## src/rtl/arbitration_field_sequencer_if.sv

```systemverilog
// Bundles the bit-stream inputs and the arbitration-field outputs of the sequencer.
interface arbitration_field_sequencer_if #(
  parameter int unsigned BASE_W = 11,
  parameter int unsigned EXT_W  = 18
);
  logic              sp_i;
  logic              rx_bit_i;
  logic              stuff_i;
  logic              start_i;
  logic              abort_i;
  logic              release_i;
  logic [BASE_W-1:0] idf_o;
  logic [EXT_W-1:0]  idf_ex_o;
  logic              ide_o;
  logic              rtr_o;
  logic              busy_o;
  logic              f_idf_o;
  logic              form_err_o;

  // Sequencer side: consumes the bit stream and controls, produces the field.
  modport slave (
    input  sp_i, rx_bit_i, stuff_i, start_i, abort_i, release_i,
    output idf_o, idf_ex_o, ide_o, rtr_o, busy_o, f_idf_o, form_err_o
  );

  // Upstream/consumer side: drives the bit stream and controls, observes the field.
  modport master (
    output sp_i, rx_bit_i, stuff_i, start_i, abort_i, release_i,
    input  idf_o, idf_ex_o, ide_o, rtr_o, busy_o, f_idf_o, form_err_o
  );
endinterface

```

## src/rtl/arbitration_field_sequencer.sv

```systemverilog
// Receives the CAN arbitration field bit by bit on de-stuffed sample points and
// presents the base/extended identifier, IDE and RTR with a completion flag.
module arbitration_field_sequencer #(
  parameter int unsigned BASE_W = 11,
  parameter int unsigned EXT_W  = 18,
  parameter int unsigned CNT_W  = 5
) (
  input  logic                           clock,
  input  logic                           reset,
  arbitration_field_sequencer_if.slave   bus
);

  typedef enum logic [2:0] {
    S_IDLE    = 3'd0,
    S_BASE    = 3'd1,
    S_SRR_RTR = 3'd2,
    S_IDE_B   = 3'd3,
    S_EXT     = 3'd4,
    S_EXT_RTR = 3'd5,
    S_DONE    = 3'd6
  } state_e;

  localparam logic [CNT_W-1:0] BASE_LAST = CNT_W'(BASE_W - 1);
  localparam logic [CNT_W-1:0] EXT_LAST  = CNT_W'(EXT_W - 1);

  state_e            state_q, state_d;
  logic [CNT_W-1:0]  cnt_q, cnt_d;
  logic [BASE_W-1:0] idf_q, idf_d;
  logic [EXT_W-1:0]  idf_ex_q, idf_ex_d;
  logic              ide_q, ide_d;
  logic              rtr_q, rtr_d;
  logic              srr_q, srr_d;
  logic              busy_q, busy_d;
  logic              f_idf_q, f_idf_d;
  logic              form_err_q, form_err_d;
  logic              bit_ev_c;

  // A bit event is a sample point that does not carry a stuff bit.
  assign bit_ev_c = bus.sp_i & ~bus.stuff_i;

  // State and output registers.
  always_ff @(posedge clock or negedge reset) begin
    if (!reset) begin
      state_q    <= S_IDLE;
      cnt_q      <= '0;
      idf_q      <= '0;
      idf_ex_q   <= '0;
      ide_q      <= 1'b0;
      rtr_q      <= 1'b0;
      srr_q      <= 1'b0;
      busy_q     <= 1'b0;
      f_idf_q    <= 1'b0;
      form_err_q <= 1'b0;
    end else begin
      state_q    <= state_d;
      cnt_q      <= cnt_d;
      idf_q      <= idf_d;
      idf_ex_q   <= idf_ex_d;
      ide_q      <= ide_d;
      rtr_q      <= rtr_d;
      srr_q      <= srr_d;
      busy_q     <= busy_d;
      f_idf_q    <= f_idf_d;
      form_err_q <= form_err_d;
    end
  end

  // Next-state and field capture; abort overrides everything, including a same-cycle bit.
  always_comb begin
    state_d    = state_q;
    cnt_d      = cnt_q;
    idf_d      = idf_q;
    idf_ex_d   = idf_ex_q;
    ide_d      = ide_q;
    rtr_d      = rtr_q;
    srr_d      = srr_q;
    form_err_d = 1'b0;

    if (bus.abort_i) begin
      state_d = S_IDLE;
    end else begin
      unique case (state_q)
        S_IDLE: begin
          if (bit_ev_c && bus.start_i && !bus.rx_bit_i) begin
            state_d  = S_BASE;
            idf_d    = '0;
            idf_ex_d = '0;
            ide_d    = 1'b0;
            rtr_d    = 1'b0;
            cnt_d    = '0;
          end
        end
        S_BASE: begin
          if (bit_ev_c) begin
            idf_d = {idf_q[BASE_W-2:0], bus.rx_bit_i};
            if (cnt_q == BASE_LAST) begin
              state_d = S_SRR_RTR;
              cnt_d   = '0;
            end else begin
              cnt_d = cnt_q + CNT_W'(1);
            end
          end
        end
        S_SRR_RTR: begin
          if (bit_ev_c) begin
            srr_d   = bus.rx_bit_i;
            state_d = S_IDE_B;
          end
        end
        S_IDE_B: begin
          if (bit_ev_c) begin
            ide_d = bus.rx_bit_i;
            if (!bus.rx_bit_i) begin
              rtr_d   = srr_q;
              state_d = S_DONE;
            end else begin
              form_err_d = ~srr_q;
              cnt_d      = '0;
              state_d    = S_EXT;
            end
          end
        end
        S_EXT: begin
          if (bit_ev_c) begin
            idf_ex_d = {idf_ex_q[EXT_W-2:0], bus.rx_bit_i};
            if (cnt_q == EXT_LAST) begin
              state_d = S_EXT_RTR;
              cnt_d   = '0;
            end else begin
              cnt_d = cnt_q + CNT_W'(1);
            end
          end
        end
        S_EXT_RTR: begin
          if (bit_ev_c) begin
            rtr_d   = bus.rx_bit_i;
            state_d = S_DONE;
          end
        end
        S_DONE: begin
          if (bus.release_i) begin
            state_d = S_IDLE;
          end
        end
        default: state_d = S_IDLE;
      endcase
    end

    busy_d  = (state_d != S_IDLE) && (state_d != S_DONE);
    f_idf_d = (state_d == S_DONE);
  end

  assign bus.idf_o      = idf_q;
  assign bus.idf_ex_o   = idf_ex_q;
  assign bus.ide_o      = ide_q;
  assign bus.rtr_o      = rtr_q;
  assign bus.busy_o     = busy_q;
  assign bus.f_idf_o    = f_idf_q;
  assign bus.form_err_o = form_err_q;

endmodule

```

## src/flat_wrapper.sv

```systemverilog
// flat-port wrapper written by rule: the top's interface ports become plain ports
module arbitration_field_sequencer_flat 
#(
  parameter int unsigned BASE_W = 11,
  parameter int unsigned EXT_W  = 18,
  parameter int unsigned CNT_W  = 5
)
  (clock, reset, bus_sp_i, bus_rx_bit_i, bus_stuff_i, bus_start_i, bus_abort_i, bus_release_i, bus_idf_o, bus_idf_ex_o, bus_ide_o, bus_rtr_o, bus_busy_o, bus_f_idf_o, bus_form_err_o);
  arbitration_field_sequencer_if #(.BASE_W(BASE_W), .EXT_W(EXT_W)) bus_i ();
  input  logic clock;
  input  logic reset;
  input wire logic [$bits(bus_i.sp_i)-1:0] bus_sp_i;
  input wire logic [$bits(bus_i.rx_bit_i)-1:0] bus_rx_bit_i;
  input wire logic [$bits(bus_i.stuff_i)-1:0] bus_stuff_i;
  input wire logic [$bits(bus_i.start_i)-1:0] bus_start_i;
  input wire logic [$bits(bus_i.abort_i)-1:0] bus_abort_i;
  input wire logic [$bits(bus_i.release_i)-1:0] bus_release_i;
  output wire logic [$bits(bus_i.idf_o)-1:0] bus_idf_o;
  output wire logic [$bits(bus_i.idf_ex_o)-1:0] bus_idf_ex_o;
  output wire logic [$bits(bus_i.ide_o)-1:0] bus_ide_o;
  output wire logic [$bits(bus_i.rtr_o)-1:0] bus_rtr_o;
  output wire logic [$bits(bus_i.busy_o)-1:0] bus_busy_o;
  output wire logic [$bits(bus_i.f_idf_o)-1:0] bus_f_idf_o;
  output wire logic [$bits(bus_i.form_err_o)-1:0] bus_form_err_o;
  assign bus_i.sp_i = bus_sp_i;
  assign bus_i.rx_bit_i = bus_rx_bit_i;
  assign bus_i.stuff_i = bus_stuff_i;
  assign bus_i.start_i = bus_start_i;
  assign bus_i.abort_i = bus_abort_i;
  assign bus_i.release_i = bus_release_i;
  assign bus_idf_o = bus_i.idf_o;
  assign bus_idf_ex_o = bus_i.idf_ex_o;
  assign bus_ide_o = bus_i.ide_o;
  assign bus_rtr_o = bus_i.rtr_o;
  assign bus_busy_o = bus_i.busy_o;
  assign bus_f_idf_o = bus_i.f_idf_o;
  assign bus_form_err_o = bus_i.form_err_o;
  arbitration_field_sequencer #(.BASE_W(BASE_W), .EXT_W(EXT_W), .CNT_W(CNT_W)) u_core (.clock(clock), .reset(reset), .bus(bus_i));
endmodule
```

## config.mk

```make
export PLATFORM = sky130hd
export DESIGN_NAME = arbitration_field_sequencer_flat
export DESIGN_NICKNAME = d
export VERILOG_FILES = /design/src/rtl/arbitration_field_sequencer_if.sv /design/src/rtl/arbitration_field_sequencer.sv /design/src/flat_wrapper.sv
export SDC_FILE = /design/constraint.sdc
export NUM_CORES = 1
export LEC_CHECK = 0
export ABC_AREA = 1
export CAP_MARGIN = 20
export CORE_MARGIN = 10
export CORE_UTILIZATION = 55
export DETAILED_ROUTE_END_ITERATION = 16
export PLACE_DENSITY_LB_ADDON = 0.15
export SLEW_MARGIN = 10
export SYNTH_ARGS = -nofsm -noshare
export SYNTH_HDL_FRONTEND = slang
export SYNTH_SLANG_ARGS = --single-unit
export TNS_END_PERCENT = 100
```

## constraint.sdc

```tcl
create_clock -name clock -period 2.5 [get_ports clock]
set_clock_uncertainty 0.2 [all_clocks]
set_input_delay 0.375 -clock clock [delete_from_list [all_inputs] [get_ports clock]]
set_output_delay 0.375 -clock clock [all_outputs]
set_load 0.03 [all_outputs]
```

==> impl_metrics.tcl <==
set metrics [dict create \
    cp-startpoint "bus_sp_i" \
    endpoint_kind "flip-flop" \
    htree_levels 2 \
    maxCapViolations 0 \
    timing.critical_path.cells "clkdlybuf4s50_1, nand2_1, o21ai_2, nand2_2, nor3_2, inv_1, nand2_1, o21ai_0" \
    dp.cells 359 \
    drt-pass1-iter-count 4 \
    cts_hold_buf 1 \
    grt_first_pass_wirelength_um 8110 \
    synth_top_area_cell "dfrtp_1" \
    synthDistinctLibCells 25 \
    crit_top_cell "nand2_1" \
    vias_per_cell 5.16 \
    setup_violations 0 \
    initial_core_util_pct 57.6 \
    clkSlewWorstSetupHoldPaths_ns 0.08 \
    fin_tns_setup_ns 0 \
    hold_start "u_core.bus.rtr_o" \
    diodes 0 \
    cts_resized 0 \
    grt_max_degree 37 \
    synth_area_um2 2140 \
    timing.rr.start "u_core.state_q[2]" \
    syn-num-nets 285 \
    post_cts.repair.setup_buffers 0 \
    synth_cells 274 \
    slew_viol_final 0 \
    startpoint_type "input port" \
    drive_gt1_share_pct 6.25 \
    relSlewSlack_pct 61.5 \
    die_area_um2 6790 \
    core_area_um2 3720 \
    cts_num_sinks 43 \
    crit_path_max_incr_delay_ns 0.50 \
    ys_ff_latch 43 \
    grt-ovfl-total 0 \
    synth.area.top_cells "dfrtp_1 (50%), nand2_1 (11%), o21ai_0 (8.9%)" \
    critPathSlowestCell "clkdlybuf4s50_1" \
    n_fill_cell 295 \
    synth_ff_type "dfrtp_1" \
    status "complete, no violations" \
    fp-row-count 22 \
    cts_root_buf "clkbuf_8" \
    path_delay_family "simple AND/OR/NAND/NOR gates" \
    seq_area_frac_synth_pct 50.2 \
    synthTopCellsByCount "nand2_1 (65), dfrtp_1 (43), inv_1 (41), o21ai_0 (38), nand3_1 (28)" \
    antenna_found_initial 0 \
    wl_per_cell_um 13.3 \
    cts_tree "built" \
    final_nets 330 \
    power_density_nw_per_um2 606 \
    io_pins 42 \
    cts_buffer_depth 2 \
    p_leak_nw 1.27 \
    clk_latency_ns 0.30 \
    period_share_pct 81.9 \
    peakVddDrop_v 0.000296 \
    place.port_buffers 41 \
    cp_max_fo 9 \
    min_period_ns 2.05 \
    worst_slack_ns 0.453 \
    ant_nets 0 \
    die_h_um 82.4 \
    grt_util_all_layers_pct 15.1 \
    final_hold_viol_count 0 \
    path_buf_inv 2 \
    required_ns 2.46 \
    async_flop_share_pct 100 \
    synth_most_common_cell "nand2_1" \
    fp.dieW_um 82.4 \
    grt_setup_unrepaired "false" \
    drc 0 \
    place_area_um2 2610 \
    final_cells 368 \
    crit_arrival_ns 2.01 \
    cts_buffers 5 \
    dp_slack_ns 0.160 \
    max_freq_ghz 0.489 \
    drt_first_iter_violations 173 \
    tightest_slew_ns 0.573 \
    yosysTopAreaCellShare_pct 50.2 \
    critical_path_class "in2reg" \
    dpl.hpwl_um 3570 \
    gp_congestion 0.916 \
    avgSynthCellArea_um2 7.82 \
    stdcell_area_um2 2750 \
    route.vias.total 1900 \
    routed_wl_um 4890 \
    synth-edff-count 0 \
    ys_warn_count 0 \
    syn2layout_area_growth_pct 28.5 \
    hold_path_class "reg2reg" \
    grt_pass1_vias 1801 \
]
-- power by group --
| group | total [mW] | internal [mW] | switching, mW |
|---|---|---|---|
| sequential | 0.772 | 0.736 | 0.0366 |
| combinational | 0.261 | 0.0999 | 0.161 |
| clock | 0.635 | 0.399 | 0.236 |
| total | 1.67 | 1.24 | 0.433 |
-- registers in the layout (all words and copies together) (netlist names) --
name	cells
u_core.bus.idf_o	11
u_core.bus.ide_o	1
u_core.srr_q	1
u_core.bus.form_err_o	1
u_core.bus.idf_ex_o	18
u_core.bus.busy_o	1
u_core.bus.f_idf_o	1
u_core.cnt_q	5
u_core.bus.rtr_o	1
u_core.state_q	3
-- worst reg2reg max path: cells and delay by family, from the launching register on --
family | cells | cell delay (ns)
compound gates | 2 | 0.39
buf+inv | 1 | 0.23
flops | 1 | 0.48
simple gates | 2 | 0.61
-- layer usage --
| metal | vias up | wire length (µm) | GRT usage, % |
|---|---|---|---|
| met1 | 883 | 2160 | 18.5 |
| met3 | 9 | 316 | 4.43 |
| met2 | 47 | 2330 | 25.0 |
| met5 | - | 0 | 0 |
| li1 | 961 | - | - |
| met4 | 0 | 87 | 4.93 |
-- per-stage QoR --
stage | total power, mW | util, % | hold slack, ns
after floorplan | 0.920 | - | -0.121
after global placement | 1.04 | 70.2 | 0.0892
after detailed placement | 1.05 | 70.2 | 0.0904
after CTS | 1.68 | 74.1 | 0.284
after global routing | 1.73 | 74.1 | 0.301
final | 1.67 | 74.1 | 0.289
-- area by class of cell --
class,count,area (µm²),share of cell area [%]
clock buffer,6,72.6,2.64
clock inverter,2,60.1,2.18
inverter,42,158,5.73
multi-input combinational,180,861,31.3
sequential,43,1080,39.1
tap,48,60.1,2.18
timing repair buffer,47,465,16.9
-- cells in the final DEF (no fill, tap or decap), types with 2 or more instances in the layout --
cell type and instances:
nand2_1 65, bufinv_16 2, nor3_1 6, clkbuf_8 5, dfrtp_1 43, a21oi_1 3, nand2_2 3, nor2_1 22
buf_4 4, o21ai_0 38, clkdlybuf4s50_1 40, xor2_1 3, nand3_1 28, inv_1 41, ha_1 3
-- path summary, 6_finish.rpt --
check	depth (start not counted)	endpoint	slack (ns)
max in group asynchronous	3	u_core.bus.form_err_o	1.10
min in group asynchronous	2	u_core.bus.idf_o[6]	0.30
worst min register to register	2	u_core.bus.rtr_o	0.29
worst min-delay path	2	u_core.bus.rtr_o	0.29
worst max register to register	5	u_core.cnt_q[0]	0.51
worst max-delay path	8	u_core.cnt_q[0]	0.45
-- logic make-up (layout without fill, tap and decap cells) --
kind of cell,count (synthesis),in the layout,share of synthesized area (%)
buffers and inverters,51,97,9.58
XOR/XNOR,3,3,1.23
flip-flops,43,43,50.2
AO/OA/AOI/OAI,45,45,11.0
adder cells (fa/ha/maj),3,3,1.75
AND/OR/NAND/NOR,129,129,26.2
Power figures use the tool's default switching activity.
